===== src/rtl/mm_burst_reader.sv =====
// Burst read master for the dual-port memory: reads len consecutive words from a
// base address and streams them out through a 2-entry registered buffer.
module mm_burst_reader #(
  parameter int DEPTH  = 8,
  parameter int DATA_W = 8,
  parameter int ADDR_W = 3
) (
  input  logic              rd_clk,
  input  logic              rst_i,
  input  logic              start_i,
  input  logic [ADDR_W-1:0] base_addr_i,
  input  logic [ADDR_W:0]   len_i,
  output logic              rd_en_o,
  output logic [ADDR_W-1:0] rd_addr_o,
  input  logic [DATA_W-1:0] mem_data_i,
  output logic [DATA_W-1:0] data_o,
  output logic              valid_o,
  input  logic              ready_i,
  output logic              busy_o,
  output logic              done_o
);

  localparam int LEN_W = ADDR_W + 1;

  localparam logic [1:0] S_IDLE  = 2'd0;
  localparam logic [1:0] S_READ  = 2'd1;
  localparam logic [1:0] S_DRAIN = 2'd2;
  localparam logic [1:0] S_DONE  = 2'd3;

  logic [1:0]        state;
  logic [LEN_W-1:0]  remaining;
  logic [LEN_W-1:0]  len_clamped;
  logic [ADDR_W-1:0] next_addr;
  logic              rd_pending;
  logic              skid_valid;
  logic [DATA_W-1:0] skid_data;
  logic              pop;
  logic              accept;
  logic              room;
  logic              drained;
  logic [2:0]        demand;

  // A read is only issued if its word is guaranteed a buffer slot when it
  // returns, counting the beat leaving this cycle as already freed.
  always_comb begin
    pop         = valid_o & ready_i;
    accept      = start_i & ((state == S_IDLE) | (state == S_DONE));
    len_clamped = (len_i > LEN_W'(DEPTH)) ? LEN_W'(DEPTH) : len_i;
    next_addr   = (rd_addr_o == ADDR_W'(DEPTH - 1)) ? '0 : rd_addr_o + 1'b1;
    demand      = 3'(valid_o) + 3'(skid_valid) + 3'(rd_pending) + 3'd1;
    room        = pop ? (demand <= 3'd3) : (demand <= 3'd2);
    rd_en_o     = (state == S_READ) && (remaining != '0) && room;
    drained     = !rd_pending && !skid_valid && (!valid_o || pop);
    busy_o      = (state == S_READ) || (state == S_DRAIN);
    done_o      = (state == S_DONE);
  end

  // DONE also accepts a start so back-to-back commands lose no cycle.
  always_ff @(posedge rd_clk) begin
    if (rst_i) begin
      state     <= S_IDLE;
      remaining <= '0;
      rd_addr_o <= '0;
    end else begin
      case (state)
        S_IDLE, S_DONE: begin
          if (accept) begin
            rd_addr_o <= base_addr_i;
            remaining <= len_clamped;
            state     <= (len_clamped == '0) ? S_DONE : S_READ;
          end else begin
            state <= S_IDLE;
          end
        end
        S_READ: begin
          if (rd_en_o) begin
            remaining <= remaining - 1'b1;
            rd_addr_o <= next_addr;
            if (remaining == LEN_W'(1)) state <= S_DRAIN;
          end
        end
        S_DRAIN: begin
          if (drained) state <= S_DONE;
        end
        default: state <= S_IDLE;
      endcase
    end
  end

  // data_o/valid_o is the buffer head; skid_data holds the second word when the
  // consumer stalls while a read is still returning.
  always_ff @(posedge rd_clk) begin
    if (rst_i) begin
      rd_pending <= 1'b0;
      skid_valid <= 1'b0;
      skid_data  <= '0;
      data_o     <= '0;
      valid_o    <= 1'b0;
    end else begin
      rd_pending <= rd_en_o;
      if (!valid_o || pop) begin
        if (skid_valid) begin
          data_o     <= skid_data;
          valid_o    <= 1'b1;
          skid_valid <= rd_pending;
          if (rd_pending) skid_data <= mem_data_i;
        end else if (rd_pending) begin
          data_o  <= mem_data_i;
          valid_o <= 1'b1;
        end else begin
          valid_o <= 1'b0;
        end
      end else if (rd_pending) begin
        skid_data  <= mem_data_i;
        skid_valid <= 1'b1;
      end
    end
  end

endmodule


===== config.mk =====
export PLATFORM = sky130hd
export DESIGN_NAME = mm_burst_reader
export DESIGN_NICKNAME = d
export VERILOG_FILES = /design/src/rtl/mm_burst_reader.sv
export SDC_FILE = /design/constraint.sdc
export NUM_CORES = 1
export LEC_CHECK = 0
export BUFFER_PORTS_ARGS = -buffer_cell sky130_fd_sc_hd__buf_2
export CAP_MARGIN = 15
export CORE_UTILIZATION = 35
export CTS_BUF_LIST = sky130_fd_sc_hd__clkbuf_4
export CTS_CLUSTER_DIAMETER = 80
export DETAILED_ROUTE_END_ITERATION = 6
export HOLD_SLACK_MARGIN = 0.12
export PLACE_DENSITY = 0.64
export SLEW_MARGIN = 10
export SYNTH_ARGS = -nofsm -noshare
export SYNTH_HDL_FRONTEND = slang
export SYNTH_SLANG_ARGS = --single-unit

===== constraint.sdc =====
create_clock -name rd_clk -period 2.8 [get_ports rd_clk]
set_clock_uncertainty 0.15 [all_clocks]
set_input_delay 0.28 -clock rd_clk [delete_from_list [all_inputs] [get_ports rd_clk]]
set_output_delay 0.28 -clock rd_clk [all_outputs]
set_load 0.02 [all_outputs]

---- Yosys cells after proc, flatten, opt, wreduce, memory -nomap -nowiden ----
Index checks and enable logic that the tools add are counted.
operators by class
  $add $sub $neg .......................... 5
  bitwise logic cells ..................... 3
  reductions and logical operators ........ 19
  equality and inequality tests ........... 10
  order comparisons ....................... 3
  multiplexer cells ....................... 25
operator list
  kind                 number
  $mux 8               5
  $mux 4               3
  $mux 2               5
  $mux 3               3
  $ne 2x2->1 const B   4
  $pmux 4 s2           1
  $add 3x1->3 const B  2
  $le 3x2->1 const B   2
  $mux 1               6
  $pmux 2 s3           1
  $pmux 3 s2           1
  $reduce_and 3->1     2
  $reduce_bool 2->1    3
  $eq 2x2->1 const B   2
  $eq 4x1->1 const B   1
  $gt 4x4->1 const B   1
  $logic_and 1x1->1    4
  $logic_not 4->1      1
  $reduce_bool 4->1    1
  $sub 4x1->4 const B  1
  $add 2x1->3          1
  $eq 3x3->1 const B   1
  $logic_not 1->1      3
  $add 1x1->2          1
  8 further kinds      10
word-level totals
  output and inout port bits .............. 15
  register bits ........................... 28
  word-level logic and storage cells ...... 73
  input port bits ......................... 19

---- Logic depth before layout (Yosys ltp) ----
Gate-level depths: netlist of run 1.
  word-level depth ........................ 8
  depth in mapped cells ................... 12
  mapped depth without buffers ............ 9

---- Worst setup path after synthesis of run 1 ----
No wires, ideal clock.
  kind .................................... reg2reg
  from .................................... register skid_valid
  to ...................................... register remaining[0]
  clock period less this slack ............ 3076 ps
  slack ................................... -276 ps
  cell stages (with the launch flop) ...... 12
  buffers on the path ..................... 2
  library setup time ...................... 70 ps
  required time ........................... 2580 ps
  arrival time ............................ 2855 ps
  cells stage by stage .................... dfxtp_1 -> clkbuf_1 -> clkbuf_1 -> inv_1 -> ha_1 -> inv_1 -> ha_1 -> ha_1 -> nand3_1 -> a311o_1 -> or4_1 -> a21oi_1
on the way
  longest elaborated chain between the ends .. 8
  elaborated cells between the ends (all ways) .. 9
  classes of those cells .................. add/sub (3); order compare (2); eq/ne (1); mux (1); reduce/logical (2)
ends and longest elaborated chain
  element                                RTL line  RTL
  start: declaration                     35        logic skid_valid;
  start signal: assignment               105       skid_valid <= rd_pending;
  $add 1x1->2 (*)                        50        demand = 3'(valid_o) + 3'(skid_valid) + 3'(rd_pending) + 3'd1;
  $add 2x1->3 (*)                        50
  $add 3x1->3 (*)                        50
  $le 3x2->1                             51        room = pop ? (demand <= 3'd3) : (demand <= 3'd2);
  $mux 1 (*)                             51
  $logic_and 1x1->1 (*)                  52        rd_en_o = (state == S_READ) && (remaining != '0) && room;
  $ne 2x2->1 (no source line) (*)        n/a
  $reduce_and 3->1 (no source line) (*)  n/a
  end signal: assignment                 69        remaining <= len_clamped;
  end signal: assignment                 77        remaining <= remaining - 1'b1;
  end: declaration                       31        logic [LEN_W-1:0] remaining;
Every way passes the cells marked *; elsewhere a longest branch is shown, timed or not.
A chain may end at the register's enable or synchronous reset.

---- Worst setup path after layout of run 1 ----
  from .................................... register valid_o
  to ...................................... output rd_en_o
on the way
  longest elaborated chain between the ends .. 6
  elaborated cells between the ends (all ways) .. 8
  classes of those cells .................. add/sub (3); order compare (2); mux (1); bitwise (1); reduce/logical (1)
ends and longest elaborated chain
  element                   RTL line  RTL
  start: declaration        17        output logic valid_o,
  start signal: assignment  98        valid_o <= 1'b0;
  start signal: assignment  104       valid_o <= 1'b1;
  start signal: assignment  109       valid_o <= 1'b1;
  $add 1x1->2               50
  $add 2x1->3               50
  $add 3x1->3               50
  $le 3x2->1                51
  $mux 1 (*)                51
  $logic_and 1x1->1 (*)     52
  end: declaration          13        output logic rd_en_o,
Marks and branches as above.

==> flow_metrics.tcl, run 1 <==
set metrics [dict create \
    synthArstFlopShare 0 \
    placementRows 23 \
    slowest_stage "dfxtp_4" \
    synthCells 164 \
    start_kind "flop" \
    wl_per_cell_um 11.8 \
    rsz0062_at_grt "no" \
    fp.dieW_um 67.6 \
    antenna_found_initial 0 \
    multiInputGateArea_um2 853 \
    peakVddDrop_mv 0.360 \
    fin_crit_ns 2.66 \
    fmax_ghz 0.376 \
    crit_top_cell "ha_1" \
    synth_edf_count 0 \
    comb_power_share 0.422 \
    hold_viol 0 \
    path_clk_slew_ns 0.15 \
    place_area_um2 1720 \
    cts_tree "yes" \
    synth_top_area_cell "dfxtp_1" \
    num_antenna_cells 0 \
    drive_above_1_share 0.222 \
    vias 1304 \
    status "finished clean" \
    cts_root_buf "clkbuf_4" \
    core_um2 4060 \
    wirelength_mm 3.00 \
    cts_buffers 3 \
    ys.flop_type "dfxtp_1" \
    final_max_slew_viol_count 0 \
    cap_viol_max_count 0 \
    synth_most_common_cell "dfxtp_1" \
    cts.path.max_buffers 2 \
    ys_seq_area_frac 0.373 \
    ys_ff_latch 28 \
    worstPathMaxFanout 5 \
    start_util 0.371 \
    dr.pass1.iters 4 \
    crit_family "adder cells" \
    netlist_top_cells_count "28 x dfxtp_1, 22 x mux2i_1, 22 x nor2_1" \
    synth_warnings 0 \
    arrival_ns 2.23 \
    tns_ns 0 \
    worstPathRequired_ns 2.37 \
    ys_types 35 \
    r2r_slack_ns 0.19 \
    period_share 0.949 \
    cp-end-kind "output pin" \
    syn_avg_cell_area_um2 9.17 \
    fillerInstances 411 \
    num_io_pins 34 \
    crit_buf_inv 3 \
    p_int_uw 867 \
    grt_max_degree 30 \
    ant_nets 0 \
    grtUsageTotal 0.143 \
    synth_top_cell_area_share 0.373 \
    grt-ovfl-total 0 \
    via_per_inst 5.15 \
    netlist_top_cells_area "dfxtp_1 37%, mux2i_1 15%, ha_1 8.3%" \
    cts_sinks 28 \
    drt_iter0_markers 63 \
    nets 234 \
    switching_share 0.370 \
    port_buffers 33 \
    globalplace.congestion 0.718 \
    regArea_um2 564 \
    dp_hpwl_mm 2.12 \
    cpPeakStageDelay_ns 0.40 \
    first_global_vias 1141 \
    final_cell_area_um2 1850 \
    slew_headroom 0.367 \
    seqPwrFrac 0.385 \
    fin_util 0.457 \
    synth_nets 194 \
    h-tree-depth 1 \
    leakagePower_nw 0.865 \
    path_class "flop to output pin" \
    area_delta_synth_final_pct 23.2 \
    p_per_area_nw_per_um2 743 \
    syn-cell-area_um2 1500 \
    clk_latency_ns 0.32 \
    clockPowerShare 0.193 \
    worstMarginPinSlew_ns 0.947 \
    die_y_um 67.6 \
    path_cells "inv_1 > ha_1 > inv_1 > ha_1 > ha_1 > nand3_1 > o31ai_1 > and3_1 > buf_2" \
    hp-class "input pin to flop" \
    grt_pass1_wl_mm 4.98 \
    route.detailed.drc 0 \
    place_ws_ns 0.115 \
    setup_violations 0 \
    dieArea_um2 4560 \
    setup_ws_ns 0.144 \
    switching_power_uw 510 \
]
-- worst paths after layout --
| kind | to | cells past startpoint | startpoint |
|---|---|---|---|
| hold / removal | remaining[2] | 3 | len_i[2] |
| setup / recovery | rd_en_o | 9 | valid_o |
| hold reg to reg | state[1] | 2 | state[1] |
| setup reg to reg | remaining[1] | 10 | valid_o |
-- worst reg2reg max path, cell delays in order (launching register included) --
cell and delay [ns]:
dfxtp_4 0.40, inv_1 0.04, ha_1 0.26, inv_1 0.04, ha_1 0.18, ha_1 0.28, nand3_1 0.12, a311o_2 0.44
buf_4 0.18, a2111o_1 0.34, a21oi_1 0.13
-- stage by stage --
step,power (mW),hold slack (ns),instances
finish,1.38,0.155,253
global route,1.49,0.146,253
CTS,1.39,0.139,253
detailed placement,1.11,0.337,241
global placement,1.11,0.326,241
floorplan,0.959,0.274,164
-- power groups by stage --
stage	clock network, mW	registers, mW	logic (mW)
after floorplan	0	0.563	0.396
after global placement	0	0.538	0.573
after detailed placement	0	0.538	0.575
after CTS	0.276	0.529	0.584
after global routing	0.291	0.542	0.659
final	0.265	0.530	0.582
-- layout by cell type (no fill, tap or decap), types with 2 or more instances in the layout --
master          n
buf_2          33
dfxtp_1        27
nor2_1         22
mux2i_1        22
inv_1          12
a21oi_1        10
ha_1           10
a211oi_1        8
dlygate4sd3_1   8
o21ai_0         6
buf_4           4
o31ai_1         3
nand2_1         3
or3_1           3
o41ai_1         3
clkbuf_4        3
nand3_1         2
nor2b_1         2
o311ai_1        2
nor4_1          2
-- kinds of logic (layout without fill, tap and decap cells) --
kind of cell | count (synthesis) | count (layout) | synth area share
DFF | 28 | 28 | 0.373
AOI/OAI and AO/OA | 42 | 42 | 0.201
adders and majority gates | 11 | 11 | 0.0965
muxes | 22 | 22 | 0.146
and+or+nand+nor | 39 | 39 | 0.123
buffers and inverters | 22 | 61 | 0.0607
-- flip-flops by register name, summed over array words and instances (netlist names) --
signal,flops
data_o,8
skid_data,8
remaining,4
rd_addr_o,3
state,2
rd_pending,1
skid_valid,1
valid_o,1
-- metal layers --
layer  GRT usage  part of all wire
met3      0.0321             0.037
met1       0.188              0.49
met4      0.0239            0.0047
met2       0.241              0.47
met5           0                 0
-- layout make-up --
cell class	count	area share
clock inverter	1	0.0162
multi-input combinational	114	0.460
timing repair buffer	45	0.149
sequential	28	0.305
clock buffer	3	0.0122
tap	50	0.0338
inverter	12	0.0243
-- repair_timing --
item / 4_1_cts / 5_1_grt
hold buffers: 8 / 0
gates resized for setup: 0 / 3
setup buffers: 0 / 0
endpoints found under the setup margin: 0 / 6
endpoints found under the hold margin: 8 / 0
Note: power is estimated with default switching activity, not from simulation.
==> run 2: changes to the inputs <==
Settings changed: BUFFER_PORTS_ARGS -buffer_cell sky130_fd_sc_hd__buf_2 to not set, DONT_BUFFER_PORTS set to 1, GPL_TIMING_DRIVEN set to 0, PLACE_DENSITY 0.64 to 0.57.
==> run 2 against run 1 <==
Compared with the run above:
- core utilization rose by 0.22 points
- critical endpoint is now rd_addr_o[2]
- cell count down 5.9%
- routed wire length up 18%
- die area unchanged
==> flow_metrics.tcl, run 2 (same netlist as run 1, synthesis figures left out) <==
set metrics [dict create \
    dr.pass1.iters 4 \
    cts_root_buf "clkbuf_4" \
    worst_r2r_endpoint "rd_addr_o[2]" \
    num_antenna_cells 0 \
    grt_max_degree 17 \
    worstPathMaxFanout 4 \
    placementRows 23 \
    h-tree-depth 1 \
    crit_buf_inv 4 \
    core_um2 4060 \
    cts_sinks 28 \
    mostFrequentLayoutCells "26 x dfxtp_1, 22 x nor2_1, 22 x mux2i_1" \
    hold_ws_ns 0.147 \
    timing.rr.start "skid_valid" \
    hold_viol 0 \
    dieArea_um2 4560 \
    hp-class "input pin to flop" \
    antenna_found_initial 0 \
    worstMarginPinSlew_ns 0.581 \
    fin_crit_ns 2.70 \
    fillerInstances 387 \
    setup_ws_ns 0.105 \
    cpPeakStageDelay_ns 0.44 \
    nets 219 \
    route.detailed.drc 0 \
    cp-end-kind "flop" \
    path_depth 11 \
    die_y_um 67.6 \
    arrival_ns 2.82 \
    cts.path.max_buffers 2 \
    cts_tree "yes" \
    globalplace.congestion 0.720 \
    grt_pass1_wl_mm 5.71 \
    p_per_area_nw_per_um2 744 \
    r2r_slack_ns 0.10 \
    status "finished clean" \
    slowest_stage "a311o_1" \
    port_buffers 0 \
    final_cell_area_um2 1860 \
    largest_registers "data_o x8, skid_data x8, remaining x4" \
    place_area_um2 1580 \
    fin_cells 238 \
    slew_headroom 0.613 \
    ant_nets 0 \
    area_delta_synth_final_pct 23.8 \
    path_class "flop to flop" \
    crit_family "adder cells" \
    crit_top_cell "ha_1" \
    wirelength_mm 3.54 \
    p_total_mw 1.39 \
    peakVddDrop_mv 0.344 \
    wl_per_cell_um 14.9 \
    setup_violations 0 \
    dp_hpwl_mm 2.53 \
    placedCellCount 214 \
    vias 1313 \
    first_global_vias 1302 \
    fp.dieW_um 67.6 \
    worstPathRequired_ns 2.93 \
    start_util 0.371 \
    drive_above_1_share 0.0957 \
    tns_ns 0 \
    via_per_inst 5.52 \
    start_kind "flop" \
    startpoint "skid_valid" \
    final_common_cell "dfxtp_1" \
    reg2reg_depth 11 \
    clk_latency_ns 0.33 \
    fin_util 0.459 \
    place_ws_ns -0.223 \
    path_clk_slew_ns 0.16 \
    drt_iter0_markers 80 \
    leakagePower_nw 0.773 \
    cts_buffers 3 \
    grtUsageTotal 0.165 \
    period_share 0.963 \
    grt-ovfl-total 0 \
    cap_viol_max_count 0 \
    fmax_ghz 0.371 \
    endpoint "rd_addr_o[2]" \
    final_max_slew_viol_count 0 \
    num_io_pins 34 \
    path_cells "buf_12 > inv_1 > ha_1 > inv_1 > ha_1 > ha_1 > nand3_2 > a311o_1 > buf_4 > or3_1 > a21oi_1" \
]
==> run 2: area by class of cell <==
| type | instances | area [µm²] | area share |
|---|---|---|---|
| multi-input combinational | 114 | 875 | 0.470 |
| sequential | 28 | 566 | 0.304 |
| timing repair buffer | 21 | 203 | 0.109 |
| tap | 50 | 62.6 | 0.0336 |
| buffer | 9 | 58.8 | 0.0316 |
| inverter | 12 | 45.0 | 0.0242 |
| clock inverter | 1 | 30.0 | 0.0161 |
| clock buffer | 3 | 22.5 | 0.0121 |
==> run 2: worst register-to-register path: stages, from the launching register on <==
cell and delay (ns):
dfxtp_2 0.39, buf_12 0.10, inv_1 0.03, ha_1 0.25, inv_1 0.03, ha_1 0.18
ha_1 0.29, nand3_2 0.11, a311o_1 0.44, buf_4 0.17, or3_1 0.33, a21oi_1 0.16
==> run 2: worst min-delay path by stage <==
stage / start / endpoint / cells past startpoint
2_1_floorplan: mem_data_i[0] / skid_data[0] / 2
3_3_place_gp: mem_data_i[5] / skid_data[5] / 2
3_5_place_dp: mem_data_i[3] / skid_data[3] / 2
4_1_cts: len_i[3] / remaining[0] / 4
5_1_grt: start_i / state[1] / 3
6_report: start_i / state[1] / 3
==> run 2: routing by layer <==
metal / global-route usage / vias up / share of wire
met5: 0 / - / 0
met4: 0.0399 / 0 / 0.0054
met3: 0.0473 / 2 / 0.065
met2: 0.313 / 38 / 0.51
met1: 0.176 / 624 / 0.42
li1: - / 649 / -
==> run 2: where the power goes <==
group | switching (mW) | internal [mW] | total (mW)
Clock | 0.126 | 0.145 | 0.271
Combinational | 0.302 | 0.237 | 0.539
Sequential | 0.110 | 0.466 | 0.575
==> run 2: timing repair <==
action                                  in CTS  in global routing
endpoints found under the setup margin      10                  7
endpoints found under the hold margin       25                  0
gates resized for setup                      7                  6
pin swaps                                    1                  1
buffers inserted                             0                  3
hold buffers                                18                  0
==> run 3: changes to the inputs <==
Settings changed: RECOVER_POWER set to 100.
==> run 3 against run 2 <==
Compared with the run above:
- the run now ends with capacitance limit left
- count of clock-buffer cells in the layout stayed put
- core utilization down 0.28 points
- routed wire length grew 0.54%
- cell area fell by 0.61%
- total power shrank 0.55%
- clock power about the same
- largest cell class unchanged
==> flow_metrics.tcl, run 3 (same netlist as run 1, synthesis figures left out) <==
set metrics [dict create \
    status "complete, but fails checks" \
    violations "capacitance limit" \
    switching_share 0.388 \
    comb_power_share 0.388 \
    min_from "start_i" \
    area_delta_synth_final_pct 23.0 \
    cts_root_buf "clkbuf_4" \
    slew_headroom 0.00699 \
    num_antenna_cells 0 \
    first_global_vias 1302 \
    die_y_um 67.6 \
    fillerInstances 391 \
    port_buffers 0 \
    path_class "flop to flop" \
    antenna_found_initial 0 \
    start_kind "flop" \
    path_clk_slew_ns 0.16 \
    startpoint "skid_valid" \
    vias 1312 \
    reg2reg_depth 11 \
    p_total_mw 1.38 \
    drive_above_1_share 0.0851 \
    dp_hpwl_mm 2.53 \
    start_util 0.371 \
    hp-class "input pin to flop" \
    fin_util 0.456 \
    wirelength_mm 3.56 \
    setup_ws_ns 0.104 \
    worstPathRequired_ns 2.92 \
    cts_buffers 3 \
    mostFrequentLayoutCells "26 x dfxtp_1, 22 x nor2_1, 22 x mux2i_1" \
    globalplace.congestion 0.720 \
    cts.path.max_buffers 2 \
    grt_pass1_wl_mm 5.71 \
    grt-ovfl-total 0 \
    h-tree-depth 1 \
    slowest_stage "a311o_1" \
    worstMarginPinSlew_ns 1.47 \
    setup_violations 0 \
    hold_viol 0 \
    holdPathStages 3 \
    crit_top_cell "ha_1" \
    p_int_uw 844 \
    placementRows 23 \
    worstPathMaxFanout 4 \
    path_cells "buf_12 > inv_1 > ha_1 > inv_1 > ha_1 > ha_1 > nand3_2 > a311o_1 > buf_4 > or3_1 > a21oi_1" \
    fin_cells 238 \
    grt_max_degree 17 \
    num_io_pins 34 \
    drt_iter0_markers 85 \
    via_per_inst 5.51 \
    dr.pass1.iters 4 \
    ant_nets 0 \
    fin_crit_ns 2.70 \
    clockPowerShare 0.195 \
    largest_registers "data_o x8, skid_data x8, remaining x4" \
    seqPwrFrac 0.417 \
    timing.rr.start "skid_valid" \
    leakagePower_nw 0.774 \
    wl_per_cell_um 15.0 \
    cts_tree "yes" \
    fp.dieW_um 67.6 \
    placedCellCount 214 \
    fmax_ghz 0.371 \
    clk_latency_ns 0.33 \
    final_cell_area_um2 1850 \
    place_ws_ns -0.223 \
    cpPeakStageDelay_ns 0.44 \
    worstHoldEndpoint "state[1]" \
    peakVddDrop_mv 0.341 \
    final_common_cell "dfxtp_1" \
    worst_r2r_endpoint "rd_addr_o[2]" \
    arrival_ns 2.82 \
    p_per_area_nw_per_um2 744 \
    nets 219 \
    cts_sinks 28 \
    core_um2 4060 \
    cp-end-kind "flop" \
    switching_power_uw 534 \
    grtUsageTotal 0.165 \
    route.detailed.drc 0 \
    place_area_um2 1580 \
    dieArea_um2 4560 \
    r2r_slack_ns 0.10 \
    period_share 0.963 \
    final_max_slew_viol_count 0 \
    cap_viol_max_count 1 \
]
## run 3: layout make-up
type	count	area [µm²]	share of cell area
multi-input cells	114	866	0.468
flip-flops and latches	28	566	0.306
repair buffers	21	200	0.108
well taps	50	62.6	0.0338
plain buffers	9	58.8	0.0318
inverters	12	45.0	0.0243
clock inverters	1	30.0	0.0162
clock buffers	3	22.5	0.0122
## run 3: worst max-delay path, delay by kind of cell (launching register included)
family	cells	cell delay, ns
adder cells (fa/ha/maj)	3	0.72
AND/OR/NAND/NOR	2	0.44
flip-flops	1	0.39
buffers and inverters	4	0.32
AO/OA/AOI/OAI	2	0.60
## run 3: routing by layer
metal | vias to the layer above | track usage | routed length, µm
met5 | - | 0 | 0
met4 | 0 | 0.0399 | 27
met1 | 619 | 0.176 | 1480
met2 | 42 | 0.313 | 1820
li1 | 647 | - | -
met3 | 4 | 0.0473 | 235
## run 3: worst max-delay path by stage
stage	end	slack, ns	cells past startpoint
after floorplan	remaining[0]	0.05	11
after global placement	remaining[1]	-0.12	12
after detailed placement	remaining[1]	-0.22	12
after CTS	remaining[1]	0.003	11
after global routing	rd_addr_o[2]	-0.01	11
final	rd_addr_o[2]	0.10	11
## run 3: through the flow
step	hold WS (ns)	TNS (ns)
2_1_floorplan	0.274	0
3_3_place_gp	0.278	-0.413
3_5_place_dp	0.284	-1.20
4_1_cts	0.128	0
5_1_grt	0.125	-0.0144
6_report	0.151	0
## run 3: power by group through the flow
stage / combinational [mW] / sequential [mW] / clock (mW)
after floorplan: 0.396 / 0.563 / 0
after global placement: 0.467 / 0.579 / 0
after detailed placement: 0.482 / 0.583 / 0
after CTS: 0.517 / 0.574 / 0.278
after global routing: 0.590 / 0.586 / 0.295
final: 0.535 / 0.574 / 0.269
## run 3: what timing repair did
item | CTS | global route
hold buffers | 18 | 0
setup endpoints to repair | 10 | 7
pin swaps | 1 | 1
setup buffers | 0 | 3
hold endpoints to repair | 25 | 0
resized for setup | 7 | 6
